==> config.mk <==
export PLATFORM = sky130hd
export DESIGN_NAME = reg_bank_flat
export DESIGN_NICKNAME = d
export VERILOG_FILES = /design/src/rtl/reg_bank_if.sv /design/src/rtl/reg_bank.sv /design/src/flat_wrapper.sv
export SDC_FILE = /design/constraint.sdc
export NUM_CORES = 1
export LEC_CHECK = 0
export ABC_CLOCK_PERIOD_IN_PS = 2690
export CORE_MARGIN = 1
export CORE_UTILIZATION = 55
export CTS_BUF_LIST = sky130_fd_sc_hd__clkbuf_4
export DETAILED_ROUTE_END_ITERATION = 10
export GPL_TIMING_DRIVEN = 0
export PLACE_DENSITY = 0.79
export SYNTH_ARGS = -nofsm -noshare
export SYNTH_HDL_FRONTEND = slang
export SYNTH_SLANG_ARGS = --single-unit
export TNS_END_PERCENT = 10
==> constraint.sdc <==
create_clock -name clk -period 2.69 [get_ports clk]
set_clock_uncertainty 0.05 [all_clocks]
set_input_delay 0.269 -clock clk [delete_from_list [all_inputs] [get_ports clk]]
set_output_delay 0.269 -clock clk [all_outputs]
set_load 0.02 [all_outputs]
==> src/rtl/reg_bank_if.sv <==
// Bus bundle for reg_bank: one-hot write/read selects, write data, the
// combinational read port A address and the status/error outputs.
interface reg_bank_if #(
    parameter int DATA_W = 8,
    parameter int NREG   = 8
);
    localparam int AW = $clog2(NREG);

    logic [NREG-1:0]   x_write_en;
    logic [NREG-1:0]   x_read_en;
    logic [DATA_W-1:0] reg_b_wdata;
    logic [AW-1:0]     reg_a_addr;
    logic              err_clr;
    logic [DATA_W-1:0] reg_a_data;
    logic [DATA_W-1:0] reg_b_rdata;
    logic              reg_b_rvalid;
    logic [AW-1:0]     last_waddr;
    logic              onehot_err;
    logic [3:0]        err_cnt;

    // Bus owner side (drives selects and data, observes results)
    modport master (
        output x_write_en, x_read_en, reg_b_wdata, reg_a_addr, err_clr,
        input  reg_a_data, reg_b_rdata, reg_b_rvalid, last_waddr,
               onehot_err, err_cnt
    );

    // Register bank side
    modport slave (
        input  x_write_en, x_read_en, reg_b_wdata, reg_a_addr, err_clr,
        output reg_a_data, reg_b_rdata, reg_b_rvalid, last_waddr,
               onehot_err, err_cnt
    );
endinterface

==> src/rtl/reg_bank.sv <==
// Eight-entry general-purpose register bank. Writes and port B reads use
// one-hot selects; selects with two or more bits set are rejected and
// flagged through a sticky error bit and a saturating error counter.
// Port A is a plain combinational read by binary address.
module reg_bank #(
    parameter int DATA_W = 8,
    parameter int NREG   = 8
) (
    input  logic        clk,
    input  logic        rst,
    reg_bank_if.slave   bus
);
    localparam int AW = $clog2(NREG);
    localparam logic [3:0] CNT_MAX = 4'd15;

    // Exactly one bit set
    function automatic logic is_onehot(input logic [NREG-1:0] v);
        return (v != '0) && ((v & (v - 1'b1)) == '0);
    endfunction

    // Two or more bits set
    function automatic logic is_multi(input logic [NREG-1:0] v);
        return (v & (v - 1'b1)) != '0;
    endfunction

    // Binary index of a one-hot vector (result meaningless otherwise)
    function automatic logic [AW-1:0] encode(input logic [NREG-1:0] v);
        logic [AW-1:0] idx;
        idx = '0;
        for (int i = 0; i < NREG; i++) begin
            if (v[i]) idx = idx | AW'(i);
        end
        return idx;
    endfunction

    // Saturating increment of the error counter
    function automatic logic [3:0] sat_inc(input logic [3:0] c);
        return (c == CNT_MAX) ? CNT_MAX : c + 4'd1;
    endfunction

    logic [DATA_W-1:0] r_regs [NREG];
    logic [DATA_W-1:0] r_rdata_p1;
    logic              r_rvld_p1;
    logic [AW-1:0]     r_last_waddr;
    logic              r_err;
    logic [3:0]        r_err_cnt;

    logic              w_wr_legal;
    logic              w_wr_illegal;
    logic              w_rd_legal;
    logic              w_rd_illegal;
    logic              w_illegal;
    logic [AW-1:0]     w_waddr;
    logic [AW-1:0]     w_raddr;
    logic              w_fwd;
    logic [DATA_W-1:0] w_rd_src;

    // Select classification and read-source selection with write-through
    always_comb begin
        w_wr_legal   = is_onehot(bus.x_write_en);
        w_wr_illegal = is_multi(bus.x_write_en);
        w_rd_legal   = is_onehot(bus.x_read_en);
        w_rd_illegal = is_multi(bus.x_read_en);
        w_illegal    = w_wr_illegal | w_rd_illegal;
        w_waddr      = encode(bus.x_write_en);
        w_raddr      = encode(bus.x_read_en);
        w_fwd        = w_wr_legal && (w_waddr == w_raddr);
        w_rd_src     = w_fwd ? bus.reg_b_wdata : r_regs[w_raddr];
    end

    // Storage and last-write address; illegal writes change nothing
    always_ff @(posedge clk or posedge rst) begin
        if (rst) begin
            for (int i = 0; i < NREG; i++) r_regs[i] <= '0;
            r_last_waddr <= '0;
        end else if (w_wr_legal) begin
            r_regs[w_waddr] <= bus.reg_b_wdata;
            r_last_waddr    <= w_waddr;
        end
    end

    // ---- read stage p1: port B data and its one-cycle valid ----
    // Port B read register; data holds when no legal read is requested
    always_ff @(posedge clk or posedge rst) begin
        if (rst) begin
            r_rdata_p1 <= '0;
            r_rvld_p1  <= 1'b0;
        end else begin
            r_rvld_p1 <= w_rd_legal;
            if (w_rd_legal) r_rdata_p1 <= w_rd_src;
        end
    end

    // Error tracking; an illegal cycle wins over a simultaneous clear
    always_ff @(posedge clk or posedge rst) begin
        if (rst) begin
            r_err     <= 1'b0;
            r_err_cnt <= '0;
        end else if (w_illegal) begin
            r_err     <= 1'b1;
            r_err_cnt <= bus.err_clr ? 4'd1 : sat_inc(r_err_cnt);
        end else if (bus.err_clr) begin
            r_err     <= 1'b0;
            r_err_cnt <= '0;
        end
    end

    assign bus.reg_a_data   = r_regs[bus.reg_a_addr];
    assign bus.reg_b_rdata  = r_rdata_p1;
    assign bus.reg_b_rvalid = r_rvld_p1;
    assign bus.last_waddr   = r_last_waddr;
    assign bus.onehot_err   = r_err;
    assign bus.err_cnt      = r_err_cnt;
endmodule

==> src/flat_wrapper.sv <==
// flat-port wrapper written by rule: the top's interface ports become plain ports
module reg_bank_flat 
#(
    parameter int DATA_W = 8,
    parameter int NREG   = 8
)
  (clk, rst, bus_x_write_en, bus_x_read_en, bus_reg_b_wdata, bus_reg_a_addr, bus_err_clr, bus_reg_a_data, bus_reg_b_rdata, bus_reg_b_rvalid, bus_last_waddr, bus_onehot_err, bus_err_cnt);
  reg_bank_if #(.DATA_W(DATA_W), .NREG(NREG)) bus_i ();
  input  logic clk;
  input  logic rst;
  input wire logic [$bits(bus_i.x_write_en)-1:0] bus_x_write_en;
  input wire logic [$bits(bus_i.x_read_en)-1:0] bus_x_read_en;
  input wire logic [$bits(bus_i.reg_b_wdata)-1:0] bus_reg_b_wdata;
  input wire logic [$bits(bus_i.reg_a_addr)-1:0] bus_reg_a_addr;
  input wire logic [$bits(bus_i.err_clr)-1:0] bus_err_clr;
  output wire logic [$bits(bus_i.reg_a_data)-1:0] bus_reg_a_data;
  output wire logic [$bits(bus_i.reg_b_rdata)-1:0] bus_reg_b_rdata;
  output wire logic [$bits(bus_i.reg_b_rvalid)-1:0] bus_reg_b_rvalid;
  output wire logic [$bits(bus_i.last_waddr)-1:0] bus_last_waddr;
  output wire logic [$bits(bus_i.onehot_err)-1:0] bus_onehot_err;
  output wire logic [$bits(bus_i.err_cnt)-1:0] bus_err_cnt;
  assign bus_i.x_write_en = bus_x_write_en;
  assign bus_i.x_read_en = bus_x_read_en;
  assign bus_i.reg_b_wdata = bus_reg_b_wdata;
  assign bus_i.reg_a_addr = bus_reg_a_addr;
  assign bus_i.err_clr = bus_err_clr;
  assign bus_reg_a_data = bus_i.reg_a_data;
  assign bus_reg_b_rdata = bus_i.reg_b_rdata;
  assign bus_reg_b_rvalid = bus_i.reg_b_rvalid;
  assign bus_last_waddr = bus_i.last_waddr;
  assign bus_onehot_err = bus_i.onehot_err;
  assign bus_err_cnt = bus_i.err_cnt;
  reg_bank #(.DATA_W(DATA_W), .NREG(NREG)) u_core (.clk(clk), .rst(rst), .bus(bus_i));
endmodule
* Yosys cells after proc, flatten, opt, wreduce, memory -nomap -nowiden
Cells that the tools add are included.
Word-level totals: register bits after elaboration 81, latch bits 0, RAM bits 0, bits in read-only memories 0, input port bits 30, logic and storage cells 69, memories 0
Cells by class: add/subtract/negate cells 3, $mul 0, div/mod/pow operators 0, magnitude comparators 4, equality and inequality tests 2, shift-type cells 0, mux-type cells 30, bitwise operators 6, reduce and logical (&&, ||, !) cells 11
Operators with widths (count):
- bitwise mux 64 bit | 1
- binary-select mux 8 bit (select 3 bit) | 2
- 2-to-1 mux 8 bit | 6
- nonzero test 8 bit | 4
- demux 8 bit (select 3 bit) | 1
- 2-to-1 mux 3 bit | 8
- AND 8 bit | 2
- logical NOT 8 bit | 2
- 2-to-1 mux 4 bit | 4
- subtractor 8 x 1 -> 8 bit, second input constant | 2
- >= comparator 4 bit, second input constant | 3
- NOT 3 -> 4 bit | 3
- 2-to-1 mux 2 bit | 4
- adder 4 x 1 -> 4 bit, second input constant | 1
- == test 4 bit, second input constant | 1
- logical AND 1 bit | 4
- < comparator 4 x 1 -> 1 bit, second input constant | 1
- 2-to-1 mux 1 bit | 4
- == test 3 bit | 1
- nonzero test 2 bit | 1
- OR 1 bit | 1

* Logic depth before layout (Yosys ltp)
depth after elaboration 13, depth in mapped cells 8, gate-level depth less buffers 5

* Worst setup path after synthesis
No wires, ideal clock.
kind input -> register, start point input bus_x_write_en[3], end point register u_core.r_regs[32] (netlist bit), library setup time 125 ps, data arrival time 2427 ps, data required time 2515 ps, slack 88 ps, stages on the path 7, path buffers 2, cells stage by stage buf_6 -> or4_4 -> or4_4 -> and3_4 -> or4_4 -> buf_6 -> mux2_4
On the way: longest elaborated chain between the ends 11, elaborated cells on any way between the ends 17
RTL lines:
- from (decl) | line flat_wrapper.sv:11 | input wire logic [$bits(bus_i.x_write_en)-1:0] bus_x_write_en;
- 2-to-1 mux 2 bit | line reg_bank.sv:31 | if (v[i]) idx = idx | AW'(i);
- 2-to-1 mux 3 bit (4 in a row) | line reg_bank.sv:31
- NOT 3 -> 4 bit (not written as such) | line reg_bank.sv:77 | r_regs[w_waddr] <= bus.reg_b_wdata;
- >= comparator 4 bit (not written as such) or < comparator 4 x 1 -> 1 bit (tied branches) | line reg_bank.sv:77
- logical AND 1 bit (not written as such) | line reg_bank.sv:77
- 2-to-1 mux 8 bit (not written as such) | line reg_bank.sv:77
- demux 8 bit (select 3 bit) | line reg_bank.sv:77
- bitwise mux 64 bit | line reg_bank.sv:77
- to (signal, indexed assignment) | line reg_bank.sv:77
- to (decl) | line reg_bank.sv:41 | logic [DATA_W-1:0] r_regs [NREG];
Parallel ways exist; a longest one is shown, timed or not. A chain may end at the register's enable or synchronous reset.

* Worst setup path in the final report
start point input bus_x_write_en[7], end point register u_core.r_regs[10] (netlist bit)
On the way: longest elaborated chain between the ends 7, elaborated cells on any way between the ends 13
RTL lines (line):
- 2-to-1 mux 3 bit | reg_bank.sv:31
- NOT 3 -> 4 bit (not written as such) | reg_bank.sv:77
- >= comparator 4 bit (not written as such) or < comparator 4 x 1 -> 1 bit (tied branches) | reg_bank.sv:77
- logical AND 1 bit (not written as such) | reg_bank.sv:77
- 2-to-1 mux 8 bit (not written as such) | reg_bank.sv:77
- demux 8 bit (select 3 bit) | reg_bank.sv:77
- bitwise mux 64 bit | reg_bank.sv:77
Parallel ways exist; a longest one is shown, timed or not.

==> results.cfg <==
[critical_path]
path_class = in -> reg
rr_worst_depth = 4
worst-path-max-fanout = 8
worstPathArrival_ns = 2.95
end_kind = register
start_kind = input port
required_ns = 2.98

[yosys]
synth.largest_area_cell = dfrtp_1
synth_enable_flop_cells = 0
synth.most_common_cell = dfrtp_1
yosysWarnings = 0
synth_top_cells_by_area = dfrtp_1 (44%), mux2_2 (16%), mux4_2 (7.9%)
synth.yosys.seq_area_share_pct = 44.2
ys_ff_latch = 81
yosys-top-cells-count = dfrtp_1 (81), mux2_2 (66), mux2i_1 (25), nand2_1 (18)
async_reset_ff_share_pct = 100
synthesis.instances = 367
synth_flop_cell = dfrtp_1
syn-num-nets = 398
synth_cell_types = 47
syn_area_sq_um = 4580
synth_top_area_share_pct = 44.2
synth.avg_cell_area_sq_um = 12.5

[place]
dp_cells = 517
post_dp_cell_area_sq_um = 5200
numPortBuffers = 47
hpwl_mm = 7.91
place.gp.congestion = 0.854

[grt]
track_usage_pct = 30.2
grt_pass1_wl_mm = 19.4
grt_max_degree = 42
grt_pass1_vias = 3670
overflow = 0
antenna_found_initial = 0

[sta]
setup_viol = 0
worst_slew_pin_slew_ns = 1.03
final.min_clock_period_ns = 2.66
finalCritPeriodShare_pct = 98.9
slew_viol_final = 0
relSlewSlack_pct = 31.5
fmax_mhz = 376
finalHoldViolations = 0
grt_setup_unrepaired = yes
hold_ws_ns = 0.148

[routing]
wl_mm = 12.1
dr.pass1.iters = 5
drt_iter0_markers = 325
drc = 0
vias = 3586
wire_per_inst_microns = 22.6
vias_per_cell = 6.72
antenna_left = 0

[power_and_ir_drop]
power_density_nw_per_um2 = 540
ir_drop_mv = 0.309
p_total_uw = 2940
p_leak_uw = 0.00247

[clock_tree]
cts.clk_slew.worst_paths_ns = 0.14
worstSkewPairLatency_ns = 0.45
cts_buffers = 9
cts-root-buf = clkbuf_4
htree_levels = 3
cts_tree = yes
cts_num_sinks = 81
cts_buffer_depth = 2
cts_hold_buf = 0

[floorplanning]
design.portCount = 55
dieArea_sq_um = 8700
fp.coreArea_sq_um = 7890
start_util_pct = 58.1
die_h_microns = 93.3
rows = 32
fp.dieW_microns = 93.3

[finish]
finish.utilization_pct = 69.0
layout-drive-gt1-share_pct = 30.6
nets = 458
instances_no_fill = 534
antenna_cells = 0
area_growth_pct = 18.7
fin_area_sq_um = 5440

[status]
status = finished, final reports clean

[job]
drv_cap = 0

[worst_hold_path]
hp-class = in -> async
==> what timing repair did <==
item                                    4_1_cts  5_1_grt
endpoints found under the hold margin         0        0
gates resized for setup                      11       11
endpoints found under the setup margin       67       66
buffers inserted                              0        1
pin swaps                                     2        2
==> worst max-delay path, stage by stage <==
cell and delay [ns]:
clkdlybuf4s50_1 0.53, maj3_1 0.38, or3_1 0.38, a31oi_4 0.34, nand4_1 0.56, mux2_2 0.48
==> flip-flops by register name, summed over array words and instances (netlist names) <==
register / cells
u_core.bus.onehot_err: 1
u_core.bus.err_cnt: 4
u_core.bus.last_waddr: 3
u_core.bus.reg_b_rdata: 8
u_core.r_regs: 64
u_core.bus.reg_b_rvalid: 1
==> power breakdown <==
part / total, uW / leakage (uW) / internal [uW] / switching [uW]
sequential: 1440 / 0.00107 / 1350 / 93.0
combinational: 745 / 0.00133 / 380 / 366
clock: 756 / 0.0000721 / 291 / 465
total: 2940 / 0.00247 / 2020 / 924
==> cell type report <==
class	instances	area, sq um
Sequential cell	81	2030
Fill cell	594	2450
Inverter	3	13.8
Clock inverter	7	77.6
Buffer	24	116
Multi-Input combinational cell	259	2500
Tap cell	102	128
Timing Repair Buffer	49	505
Clock buffer	9	67.6
==> cells by family (layout without fill, tap and decap cells) <==
group | Yosys count | count (layout) | synth area share (%)
XOR/XNOR | 4 | 4 | 0.764
AND/OR/NAND/NOR | 75 | 75 | 9.36
buffers and inverters | 27 | 92 | 2.57
multiplexers | 115 | 115 | 32.2
flip-flops | 81 | 81 | 44.2
AO/OA/AOI/OAI | 62 | 62 | 10.2
adder cells (fa/ha/maj) | 3 | 3 | 0.710
==> worst paths after layout <==
kind / end / slack, ns / startpoint
setup reg to reg: u_core.bus.reg_b_rdata[2] / 1.32 / u_core.r_regs[42]
max in group asynchronous: u_core.bus.err_cnt[1] / 1.84 / rst
hold reg to reg: u_core.bus.onehot_err / 0.47 / u_core.bus.onehot_err
min in group clk: u_core.bus.last_waddr[0] / 0.16 / bus_x_write_en[3]
setup / recovery: u_core.r_regs[10] / 0.03 / bus_x_write_en[7]
hold / removal: u_core.r_regs[50] / 0.15 / rst
==> cell usage in the layout, fill, tap and decap left out, drive strengths merged, types with 2 or more instances in the layout <==
| cell type | n |
|---|---|
| dfrtp | 81 |
| mux2 | 74 |
| clkdlybuf4s50 | 44 |
| mux2i | 25 |
| clkbuf | 24 |
| nand2 | 18 |
| mux4 | 16 |
| nand3 | 14 |
| a31oi | 11 |
| buf | 11 |
| nor2 | 10 |
| or4 | 10 |
| a21oi | 9 |
| a211o | 9 |
| a32o | 8 |
| a22o | 8 |
| a211oi | 7 |
| nor4 | 5 |
| inv | 5 |
| o21ai | 4 |
| nor3 | 4 |
| xnor2 | 3 |
| dlymetal6s2s | 3 |
| and3 | 3 |
| maj3 | 2 |
| or3 | 2 |
| nand4 | 2 |
| nor2b | 2 |
| nand2b | 2 |
| clkinvlp | 2 |
| clkinv | 2 |
==> layer usage <==
| layer | vias to the layer above | track usage [%] | wire length, microns |
|---|---|---|---|
| li1 | 1550 | - | - |
| met1 | 1814 | 38.3 | 4860 |
| met2 | 187 | 48.8 | 5800 |
| met3 | 35 | 8.29 | 1020 |
| met4 | 0 | 12.4 | 389 |
| met5 | - | 0 | 0 |
==> metrics by stage <==
step,worst slack (ns),setup TNS (ns)
5_1_grt,-0.0244,-0.0737
3_3_place_gp,-0.984,-123.96
4_1_cts,-0.147,-4.08
6_report,0.0307,0
2_1_floorplan,0.0878,0
3_5_place_dp,-0.929,-47.30
(Power assumes the default switching activity.)
